## src/rtl/painterengine_gpu_framestreamer.sv

```systemverilog
// painterengine_gpu_framestreamer
// Walks a clipped framebuffer rectangle line by line and issues bounded
// DMA reader bursts, each gated on free space in the downstream pixel FIFO.
//
// Ports:
//   i_wire_clock, i_wire_reset      clock, async active-high reset
//   i_wire_start / i_wire_stop      start pulse (latches config) / stop level
//   i_wire_image_address/_stride    frame base byte address, line stride
//   i_wire_clip_width/_height       pixels per line, lines per frame
//   i_wire_half_word                1 = 16bpp packed (2 pixels per word)
//   i_wire_fifo_free_count          free word slots downstream
//   o_wire_reader_address/_length   burst byte address / length in words
//   o_wire_reader_resetn            reader enable, high only while streaming
//   i_wire_reader_done/_error       burst completion / failure
//   o_wire_frame_done               one-cycle pulse at frame end
//   o_wire_busy, o_wire_state       activity flag, {28'd0, error_flag, state}
//
// Optional feature macro: PAINTERENGINE_GPU_FRAMESTREAMER_LOOP_EN
//   defined   -> continuous frame looping with config reload at frame end
//   undefined -> one-shot frames
module painterengine_gpu_framestreamer #(
    parameter int unsigned BURST_WORDS = 32,
    parameter int unsigned FREE_WIDTH  = 8
) (
    input  logic                  i_wire_clock,
    input  logic                  i_wire_reset,
    input  logic                  i_wire_start,
    input  logic                  i_wire_stop,
    input  logic [31:0]           i_wire_image_address,
    input  logic [31:0]           i_wire_image_stride,
    input  logic [15:0]           i_wire_clip_width,
    input  logic [15:0]           i_wire_clip_height,
    input  logic                  i_wire_half_word,
    input  logic [FREE_WIDTH-1:0] i_wire_fifo_free_count,
    output logic [31:0]           o_wire_reader_address,
    output logic [31:0]           o_wire_reader_length,
    output logic                  o_wire_reader_resetn,
    input  logic                  i_wire_reader_done,
    input  logic                  i_wire_reader_error,
    output logic                  o_wire_frame_done,
    output logic                  o_wire_busy,
    output logic [31:0]           o_wire_state
);

    localparam int unsigned CMP_W = (FREE_WIDTH > 32) ? FREE_WIDTH : 32;

    typedef enum logic [2:0] {
        ST_IDLE       = 3'd0,
        ST_CALC       = 3'd1,
        ST_WAIT_SPACE = 3'd2,
        ST_STREAM     = 3'd3,
        ST_CHECK      = 3'd4,
        ST_DONE       = 3'd5,
        ST_ERROR      = 3'd7
    } state_t;

    state_t      state_q, state_d;
    logic [31:0] stride_q, stride_d;
    logic [15:0] height_q, height_d;
    logic [15:0] line_words_q, line_words_d;
    logic [15:0] x_q, x_d;
    logic [15:0] y_q, y_d;
    logic [31:0] line_base_q, line_base_d;
    logic        error_q, error_d;
    logic [31:0] addr_q, addr_d;
    logic [31:0] len_q, len_d;
    logic        resetn_q, resetn_d;
    logic        frame_done_q, frame_done_d;
    logic        busy_q, busy_d;

    // Config decode shared by start and loop reload
    logic [15:0] cfg_line_words_c;
    logic        cfg_empty_c;
    logic        load_c;
    logic [15:0] remaining_c;
    logic        space_ok_c;
    logic        line_end_c;
    logic        frame_end_c;

    assign cfg_line_words_c = i_wire_half_word ?
                              16'((17'(i_wire_clip_width) + 17'd1) >> 1) :
                              i_wire_clip_width;
    assign cfg_empty_c      = (i_wire_clip_width == 16'd0) || (i_wire_clip_height == 16'd0);
    assign remaining_c      = line_words_q - x_q;
    assign space_ok_c       = CMP_W'(i_wire_fifo_free_count) >= CMP_W'(len_q);
    assign line_end_c       = (x_q == line_words_q);
    assign frame_end_c      = line_end_c && ((17'(y_q) + 17'd1) == 17'(height_q));

    // Next-state and datapath
    always_comb begin
        state_d      = state_q;
        stride_d     = stride_q;
        height_d     = height_q;
        line_words_d = line_words_q;
        x_d          = x_q;
        y_d          = y_q;
        line_base_d  = line_base_q;
        error_d      = error_q;
        addr_d       = addr_q;
        len_d        = len_q;
        frame_done_d = 1'b0;
        load_c       = 1'b0;

        case (state_q)
            ST_IDLE, ST_DONE, ST_ERROR: begin
                if (i_wire_start) begin
                    load_c  = 1'b1;
                    state_d = cfg_empty_c ? ST_DONE : ST_CALC;
                end
            end
            ST_CALC: begin
                if (i_wire_stop) begin
                    state_d = ST_IDLE;
                end else begin
                    addr_d  = line_base_q + 32'({x_q, 2'b00});
                    len_d   = (32'(remaining_c) > 32'(BURST_WORDS)) ?
                              32'(BURST_WORDS) : 32'(remaining_c);
                    state_d = ST_WAIT_SPACE;
                end
            end
            ST_WAIT_SPACE: begin
                if (i_wire_stop) begin
                    state_d = ST_IDLE;
                end else if (space_ok_c) begin
                    state_d = ST_STREAM;
                end
            end
            ST_STREAM: begin
                // error outranks done, and also outranks a pending stop
                if (i_wire_reader_error) begin
                    error_d = 1'b1;
                    state_d = ST_ERROR;
                end else if (i_wire_reader_done) begin
                    x_d     = x_q + 16'(len_q);
                    state_d = i_wire_stop ? ST_IDLE : ST_CHECK;
                end
            end
            ST_CHECK: begin
                if (line_end_c) begin
                    x_d         = 16'd0;
                    y_d         = y_q + 16'd1;
                    line_base_d = line_base_q + stride_q;
                end
                if (frame_end_c) begin
                    frame_done_d = 1'b1;
`ifdef PAINTERENGINE_GPU_FRAMESTREAMER_LOOP_EN
                    load_c  = 1'b1;
                    state_d = i_wire_stop ? ST_IDLE :
                              (cfg_empty_c ? ST_DONE : ST_CALC);
`else
                    state_d = i_wire_stop ? ST_IDLE : ST_DONE;
`endif
                end else begin
                    state_d = i_wire_stop ? ST_IDLE : ST_CALC;
                end
            end
            default: state_d = ST_IDLE;
        endcase

        // Config latch overrides the line/position updates above
        if (load_c) begin
            stride_d     = i_wire_image_stride;
            height_d     = i_wire_clip_height;
            line_words_d = cfg_line_words_c;
            line_base_d  = i_wire_image_address;
            x_d          = 16'd0;
            y_d          = 16'd0;
            error_d      = 1'b0;
        end

        resetn_d = (state_d == ST_STREAM);
        busy_d   = !((state_d == ST_IDLE) || (state_d == ST_DONE) || (state_d == ST_ERROR));
    end

    // State and datapath registers
    always_ff @(posedge i_wire_clock or posedge i_wire_reset) begin
        if (i_wire_reset) begin
            state_q      <= ST_IDLE;
            stride_q     <= 32'd0;
            height_q     <= 16'd0;
            line_words_q <= 16'd0;
            x_q          <= 16'd0;
            y_q          <= 16'd0;
            line_base_q  <= 32'd0;
            error_q      <= 1'b0;
            addr_q       <= 32'd0;
            len_q        <= 32'd0;
            resetn_q     <= 1'b0;
            frame_done_q <= 1'b0;
            busy_q       <= 1'b0;
        end else begin
            state_q      <= state_d;
            stride_q     <= stride_d;
            height_q     <= height_d;
            line_words_q <= line_words_d;
            x_q          <= x_d;
            y_q          <= y_d;
            line_base_q  <= line_base_d;
            error_q      <= error_d;
            addr_q       <= addr_d;
            len_q        <= len_d;
            resetn_q     <= resetn_d;
            frame_done_q <= frame_done_d;
            busy_q       <= busy_d;
        end
    end

    assign o_wire_reader_address = addr_q;
    assign o_wire_reader_length  = len_q;
    assign o_wire_reader_resetn  = resetn_q;
    assign o_wire_frame_done     = frame_done_q;
    assign o_wire_busy           = busy_q;
    assign o_wire_state          = {28'd0, error_q, 3'(state_q)};

endmodule

```

## config.mk

```make
export PLATFORM = sky130hd
export DESIGN_NAME = painterengine_gpu_framestreamer
export DESIGN_NICKNAME = d
export VERILOG_FILES = /design/src/rtl/painterengine_gpu_framestreamer.sv
export SDC_FILE = /design/constraint.sdc
export NUM_CORES = 1
export LEC_CHECK = 0
export CAP_MARGIN = 30
export CELL_PAD_IN_SITES_DETAIL_PLACEMENT = 0
export CELL_PAD_IN_SITES_GLOBAL_PLACEMENT = 2
export CORE_AREA = 8 8 215 217
export CTS_BUF_LIST = sky130_fd_sc_hd__clkbuf_2
export CTS_CLUSTER_DIAMETER = 50
export CTS_CLUSTER_SIZE = 14
export DETAILED_ROUTE_END_ITERATION = 8
export DIE_AREA = 0 0 223 225
export PLACE_DENSITY = 0.9
export SLEW_MARGIN = 15
export SYNTH_ARGS = -nofsm -noshare
export SYNTH_HDL_FRONTEND = slang
export SYNTH_SLANG_ARGS = --single-unit
```

## constraint.sdc

```tcl
create_clock -name i_wire_clock -period 6.25 [get_ports i_wire_clock]
set_input_delay 0.9375 -clock i_wire_clock [delete_from_list [all_inputs] [get_ports i_wire_clock]]
set_output_delay 0.9375 -clock i_wire_clock [all_outputs]
set_load 0.01 [all_outputs]
```

; Word level (Yosys, flattened, before mapping)
; Cells that the tools add are included.
[word_totals]
ff_bits = 199
latch_bits = 0
ram_bits = 0
rom_bits = 0
inputBits = 111
elab_cells = 88
n_memories = 0
[classes]
add_sub_neg = 7
multipliers = 0
div_mod_pow = 0
n_lt_le_gt_ge = 2
n_eq_ne = 14
n_shift = 0
mux = 32
n_bitwise = 1
reduce_logical = 19
[op_table]
columns = cell, n
row1 = $mux 16, 9
row2 = $mux 32, 3
row3 = $add 16x1->17 const B, 2
row4 = $add 32x18->32, 1
row5 = $add 32x32->32, 1
row6 = $ge 8x32->1, 1
row7 = $logic_not 16->1, 2
row8 = $pmux 16 s2, 1
row9 = $mux 3, 9
row10 = $eq 17x16->1, 1
row11 = $add 16x1->16 const B, 1
row12 = $add 16x16->16, 1
row13 = $eq 16x16->1, 1
row14 = $gt 16x6->1 const B, 1
row15 = $sub 16x16->16, 1
row16 = $eq 3x3->1 const B, 5
row17 = $pmux 3 s5, 1
row18 = $eq 3x2->1 const B, 3
row19 = $ne 3x3->1 const B, 3
row20 = $mux 1, 8
row21 = $reduce_bool 2->1, 4
row22 = $logic_not 3->1, 2
row23 = $reduce_and 2->1, 3
row24 = $reduce_and 4->1, 1
row25 = 8 further kinds, 10

; Logic depth before layout (Yosys ltp)
; Gate-level depths: netlist (run 1).
[depth]
word_depth = 9
ltp_mapped = 13
depth_no_buf = 12

; Worst setup path after synthesis (run 1)
; Ideal clock, no wire load.
[synth_timing]
path_type = reg-to-reg
startpoint = register len_q[0] (netlist: o_wire_reader_length[0])
endpoint = register x_q[14]
setup_ps = 132
arrival_ps = 2894
t_required_ps = 6118
setup_slack_ps = 3225
path_stages_with_launch = 12
n_path_buf = 0
cell_sequence = dfrtp_1 ha_1 fa_1 a21o_1 a21oi_2 o22ai_1 o41a_1 a41o_1 or4_1 a31oi_1 xor2_1 o21ai_1
[synth_between]
elab_chain_cells = 5
[synth_rtl]
columns = item, line
row1 = start: declaration, 66  ; logic [31:0] len_q, len_d;
row2 = start signal: assignment, 201  ; len_q <= len_d;
row3 = $add 16x16->16, 134  ; x_d = x_q + 16'(len_q);
row4 = $mux 16, 133  ; end else if (i_wire_reader_done) begin
row5 = $mux 16, 130  ; if (i_wire_reader_error) begin
row6 = $pmux 16 s2, 104  ; case (state_q)
row7 = $mux 16, 161  ; if (load_c) begin
row8 = end signal: assignment, 182  ; x_q <= 16'd0;
row9 = end signal: assignment, 196  ; x_q <= x_d;
row10 = end: declaration, 61  ; logic [15:0] x_q, x_d;
; No other way between the ends. The select of a mux whose other input is x is not followed.
; A chain may end at the register's enable or synchronous reset.

; Final worst setup path (run 1)
[layout_timing]
startpoint = register x_q[4]
endpoint = register len_q[5] (netlist: o_wire_reader_length[5])
[layout_between]
elab_chain_cells = 3
[layout_rtl]
columns = item, line
row1 = $sub 16x16->16 (*), 84  ; assign remaining_c = line_words_q - x_q;
row2 = $gt 16x6->1, 116  ; len_d = (32'(remaining_c) > 32'(BURST_WORDS)) ?
row3 = $mux 16 (*), 116
; Every way passes the cells marked *; elsewhere a longest branch is shown, timed or not.

==> out/metrics.cfg, run 1 <==
[logic_synthesis]
post_synth_inst_count = 1525
asyncSetResetFlopFracSynth = 1.00
synth_area_leader_cell = sky130_fd_sc_hd__dfrtp_1
synth-seq-cells = 183
synthesis.area_mm2 = 0.0127
post-synth-top-count-cell = sky130_fd_sc_hd__nand2_1
ys.flop_type = sky130_fd_sc_hd__dfrtp_1
netlist_top_cells_count = sky130_fd_sc_hd__nand2_1 (298), sky130_fd_sc_hd__dfrtp_1 (183), sky130_fd_sc_hd__o21ai_0 (124)
area_share_of_the_largest_cell_type_after_synthesis = 0.361
synth.area.top_cells = sky130_fd_sc_hd__dfrtp_1 (36%), sky130_fd_sc_hd__nand2_1 (8.8%), sky130_fd_sc_hd__ha_1 (8.7%)
synth_warnings = 0
synth_cell_types = 82
number_of_enable_flip_flop_cells_after_synthesis = 0
synth_seq_area_share = 0.361
postSynthAreaPerCell_um2 = 8.32

[floorplanning]
dieArea_mm2 = 0.0502
floorplan.core_area_mm2 = 0.0427
ioPinCount = 210
die_w_um = 223
die-height_um = 225
placement_rows = 76
start_util = 0.297

[worst_setup_path]
critical_path.n_buffers_inverters = 1
crit_family = compound AO/OA/AOI/OAI gates
timing.critical_path.to_type = register
worst_path_class_setup = register to register
cp_cell_sequence = inv_1, ha_1, a21oi_1, nor2b_1, a41o_2, o41ai_4, o31ai_1, a21oi_1, mux2_1, or4_1, a2bb2oi_2
worstSetupStartpointType = register
critPathMaxFanout = 6
worst_path_largest_cell_delay_ns = 0.70
critical-path-top-cell-by-count = sky130_fd_sc_hd__a21oi_1
crit_slowest_cell = sky130_fd_sc_hd__or4_1
worst_ep_required_time_ns = 6.98
arrival_ns = 4.18

[cells_and_area]
fill_cells = 4470
multi_input_area_mm2 = 0.00752
finish.net_count = 1856
area_delta_synth_final_pct = 18.1
layout_cell_share_with_drive_strength_beyond_1 = 0.0462
sequential_cell_area_mm2 = 0.00458

[power]
p_leak_uw = 0.00678
total_power_uw = 6420
irDropWorstVdd_mv = 0.147
pwr_density_cell_mw_per_mm2 = 428

[detailed_routing]
drt-pass1-iter-count = 7
first_iter_violations = 832
ant_nets = 0
wl_per_cell_um = 18.2
drt-vias-per-instance = 5.07
post-route-drc-count = 0
drt-total-wl_um = 40200
via_count_of_the_routed_design = 11223

[sta]
grt_setup_unrepaired = no
final-hold-violation-count = 0
fin_hold_ws_ns = 0.308
fmax_mhz = 290
worst_pin_slew_ns = 0.848
report.final.slew_viol_count = 0
setup_viol_count_final = 0
min_period_ns = 3.45
fin_crit_sh = 0.553
slew_headroom = 0.434
final.setup_skew_ns = 0.0643
tns_setup_ns = 0

[global_route]
grt_usage = 0.158
largest_net_degree_at_the_start_of_global_routing = 94
first_global_vias = 11215
grt-ovfl-total = 0
wire_length_of_the_first_global_routing_pass_um = 63200
initial_antenna_violation_count = 1

[placement]
gp_congestion = 0.862
port_buffers = 165
hpwl_um = 30900

[status]
run_status = complete, no violations

[clock_tree]
clk_latency_ns = 0.89
postCtsSetupRepairBufs = 0
clock_slew_seen_by_the_registers_of_the_worst_setup_and_hold_paths_ns = 0.31
cts_max_path_buffers = 2
tritoncts = built
cts_made_buffers = 17
cts_resized = 0
sink_count_of_the_clock_tree = 183
hold_bufs_at_cts = 0
cts_htree_levels = 4
clockRootBuffer = sky130_fd_sc_hd__clkbuf_2

[flow_run]
max_cap_viol_count = 0

[hold_path]
holdCritPathClass = input pin to async pin

==> logic make-up after synthesis <==
kind of cell | count (synthesis) | synth area share
AND/OR/NAND/NOR | 591 | 0.211
AO/OA/AOI/OAI | 393 | 0.200
flip-flops | 183 | 0.361
buffers and inverters | 160 | 0.0616
XOR/XNOR | 97 | 0.0669
adder cells (fa/ha/maj) | 92 | 0.0930
multiplexers | 8 | 0.00651
other | 1 | 0.000295
==> placed cells by master (no fill, tap or decap), drive strengths merged, types with 46 or more instances in the layout <==
| master | instances |
|---|---|
| a21oi | 85 |
| clkdlybuf4s50 | 165 |
| dfrtp | 183 |
| ha | 88 |
| inv | 59 |
| nand2 | 298 |
| nand3 | 55 |
| nor2 | 94 |
| o21ai | 132 |
| xnor2 | 51 |
| xor2 | 46 |
==> flip-flops by register name, summed over array words and instances, names as in the netlist <==
name	cells
line_base_q	32
o_wire_reader_address	32
stride_q	32
height_q	16
line_words_q	16
o_wire_reader_length	16
x_q	16
y_q	16
state_q	3
error_q	1
o_wire_busy	1
o_wire_frame_done	1
o_wire_reader_resetn	1
==> final timing paths <==
path                                               start                       end  slack, ns  depth (start not counted)
min in group i_wire_clock        i_wire_image_stride[19]              stride_q[19]       0.51                          3
max in group asynchronous                   i_wire_reset          line_words_q[10]       4.82                          4
worst min register to register  o_wire_reader_address[2]  o_wire_reader_address[2]       0.52                          2
worst min-delay path                        i_wire_reset         o_wire_frame_done       0.31                          2
worst max register to register                    x_q[4]   o_wire_reader_length[5]       2.80                         11
worst max-delay path                              x_q[4]   o_wire_reader_length[5]       2.80                         11
==> worst reg2reg max path, delay by kind of cell, from the launching register on <==
family                   cells  cell delay (ns)
AO/OA/AOI/OAI                6             1.23
adder cells (fa/ha/maj)      1             0.35
buffers and inverters        1             0.09
flip-flops                   1             0.57
multiplexers                 1             0.35
AND/OR/NAND/NOR              2             0.76
==> routing by layer <==
| metal | up-vias | wire, µm | part of all wire | track usage |
|---|---|---|---|---|
| met5 | - | 0 | 0 | 0 |
| met4 | 0 | 649 | 0.016 | 0.0414 |
| met3 | 31 | 1520 | 0.038 | 0.0251 |
| met2 | 221 | 18800 | 0.47 | 0.263 |
| met1 | 5430 | 19200 | 0.48 | 0.212 |
| li1 | 5541 | - | - | - |
==> report_power, final <==
group | switching [µW] | internal (µW)
sequential | 427 | 1600
combinational | 2090 | 1610
clock | 522 | 172
total | 3040 | 3390
==> metrics by stage <==
step                std cells   util  instance area, µm²  setup slack, ns
floorplan                1568      -               12900            0.340
global placement         2179  0.344               14700             2.11
detailed placement       2179  0.344               14700             2.08
CTS                      2211  0.350               15000             2.80
global route             2213  0.351               15000             2.61
finish                   2213  0.351               15000             2.80
==> area by class of cell <==
cell class                 count  area share
antenna                        1    0.000167
clock buffer                  17     0.00567
clock inverter                15      0.0123
inverter                      52      0.0134
multi-input combinational   1225       0.502
sequential                   183       0.305
tap                          546      0.0456
timing repair buffer         174       0.116
Power figures use the tool's default switching activity.
==> inputs of run 2 (changes only) <==
==> constraint.sdc (replaced) <==
create_clock -name i_wire_clock -period 3 [get_ports i_wire_clock]
set_input_delay 0.45 -clock i_wire_clock [delete_from_list [all_inputs] [get_ports i_wire_clock]]
set_output_delay 0.45 -clock i_wire_clock [all_outputs]
set_load 0.01 [all_outputs]
==> run 2 against run 1 <==
- critical endpoint unchanged
- first-iteration DRC count fell by 14%
- largest cell class unchanged
- critical path type unchanged
- total power is 120% higher
- clock skew decreased by 0.012 ns
- global-route usage grew 0.50 points
- the run now ends with setup timing left
==> out/metrics.cfg, run 2 (synthesis gave the netlist of run 1 again) <==
[worst_setup_path]
critical_path.n_buffers_inverters = 1
cp_cell_sequence = ha_1, a21oi_1, nor2b_1, a41o_2, buf_4, o41a_1, a2111oi_4, o211ai_1, or4_4, a2bb2oi_2
worst_path_largest_cell_delay_ns = 0.61
crit_slowest_cell = sky130_fd_sc_hd__or4_4
worst_path_class_setup = register to register
timing.reg2reg.worst_path_depth = 10
crit_family = compound AO/OA/AOI/OAI gates
worstSetupStartpointType = register
worst_ep_required_time_ns = 3.76
arrival_ns = 3.84
critPathMaxFanout = 6
timing.critical_path.to_type = register
count_of_cell_instances_traversed_by_the_critical_path = 10

[cells_and_area]
area_delta_synth_final_pct = 28.8
design_area_mm2 = 0.0164
fill_cells = 4388
finish.net_count = 1997
post_layout_nonfiller_instances = 2354
fin_util = 0.383
mostFrequentLayoutCell = sky130_fd_sc_hd__nand2_1
most-common-layout-cells = sky130_fd_sc_hd__nand2_1 (297), sky130_fd_sc_hd__dfrtp_1 (178), sky130_fd_sc_hd__clkdlybuf4s50_1 (165), sky130_fd_sc_hd__o21ai_0 (120), sky130_fd_sc_hd__buf_4 (116)
layout_cell_share_with_drive_strength_beyond_1 = 0.123

[floorplanning]
floorplan.core_area_mm2 = 0.0427
start_util = 0.297
ioPinCount = 210
die-height_um = 225
placement_rows = 76
dieArea_mm2 = 0.0502
die_w_um = 223

[detailed_routing]
via_count_of_the_routed_design = 11668
ant_nets = 0
first_iter_violations = 712
drt-vias-per-instance = 4.96
drt-pass1-iter-count = 6
post-route-drc-count = 0
drt-total-wl_um = 41500
wl_per_cell_um = 17.6

[placement]
hpwl_um = 33100
gp_congestion = 0.885
detailed_place.area_mm2 = 0.0155
placed_cells = 2282
port_buffers = 165

[sta]
grt_setup_unrepaired = yes
slew_headroom = 0.504
fin_hold_ws_ns = 0.103
report.final.slew_viol_count = 0
final-hold-violation-count = 0
min_period_ns = 3.08
setup_viol_count_final = 5
fmax_mhz = 325
setup_ws_ns = -0.0788
final.setup_skew_ns = 0.0527
worst_pin_slew_ns = 0.742
fin_crit_sh = 1.03

[power]
irDropWorstVdd_mv = 0.351
p_leak_uw = 0.00748
total_power_uw = 14400
switching_share = 0.446
sequentialPowerShare = 0.289
power.share.combinational = 0.605
clkPwrFrac = 0.106
internal-power_uw = 7970
pwr_density_cell_mw_per_mm2 = 880
switching_component_of_the_power_uw = 6420

[status]
run_status = finished, violations left
violations = setup timing

[clock_tree]
clockRootBuffer = sky130_fd_sc_hd__clkbuf_2
cts_max_path_buffers = 2
cts_made_buffers = 17
sink_count_of_the_clock_tree = 183
clock_slew_seen_by_the_registers_of_the_worst_setup_and_hold_paths_ns = 0.30
tritoncts = built
clk_latency_ns = 0.88
cts_htree_levels = 4

[global_route]
grt_usage = 0.163
initial_antenna_violation_count = 4
largest_net_degree_at_the_start_of_global_routing = 73
grt-ovfl-total = 0
first_global_vias = 11577
wire_length_of_the_first_global_routing_pass_um = 64800

[hold_path]
holdCritPathClass = input pin to register
whs_path_depth = 3

[flow_run]
max_cap_viol_count = 0

## run 2: layout make-up
class / instances / area (µm²) / share of cell area
diodes: 1 / 2.50 / 0.000153
clock buffers: 19 / 95.1 / 0.00582
clock inverters: 13 / 193 / 0.0118
inverters: 52 / 199 / 0.0122
multi-input cells: 1225 / 7680 / 0.470
flip-flops and latches: 183 / 4590 / 0.280
well taps: 546 / 683 / 0.0418
repair buffers: 315 / 2910 / 0.178
## run 2: per-layer routing
| metal | GRT usage | vias up | share of wire |
|---|---|---|---|
| li1 | - | 5830 | - |
| met1 | 0.221 | 5535 | 0.47 |
| met2 | 0.259 | 254 | 0.46 |
| met3 | 0.0318 | 45 | 0.048 |
| met4 | 0.0525 | 4 | 0.023 |
| met5 | 0 | - | 0.00065 |
## run 2: worst paths after layout
path / from / to / slack, ns
max: line_words_q[4] / o_wire_reader_length[5] / -0.08
min: i_wire_image_address[18] / line_base_q[18] / 0.10
max reg2reg: line_words_q[4] / o_wire_reader_length[5] / -0.08
min reg2reg: o_wire_reader_address[13] / o_wire_reader_address[13] / 0.51
max in group asynchronous: i_wire_reset / stride_q[28] / 1.59
min in group asynchronous: i_wire_reset / line_words_q[14] / 0.54
## run 2: power groups by stage
stage / Clock [µW] / Combinational [µW] / Sequential, µW
final: 1530 / 8700 / 4160
after floorplan: 0 / 5650 / 4020
after CTS: 1600 / 8480 / 4160
after global placement: 0 / 8310 / 4200
after global routing: 1690 / 9710 / 4290
after detailed placement: 0 / 8370 / 4230
## run 2: worst register-to-register path: cells and delay by family, from the launching register on
| kind | cells | cell delay, ns |
|---|---|---|
| AOI/OAI and AO/OA | 6 | 1.40 |
| buffers and inverters | 1 | 0.13 |
| and+or+nand+nor | 2 | 0.67 |
| DFF | 1 | 0.48 |
| adders and majority gates | 1 | 0.31 |
## run 2: stage by stage
stage / setup WS [ns] / TNS [ns]
6_report: -0.0788 / -0.168
5_1_grt: -0.186 / -0.950
4_1_cts: -0.0857 / -0.140
3_5_place_dp: -0.172 / -0.628
3_3_place_gp: -0.141 / -0.318
2_1_floorplan: 0.00935 / 0
## run 2: repair_timing
item | CTS | global route
hold endpoints to repair | 51 | 0
pin swaps | 6 | 26
hold buffers | 28 | 0
setup endpoints to repair | 12 | 35
buffers inserted | 3 | 9
resized for setup | 9 | 35
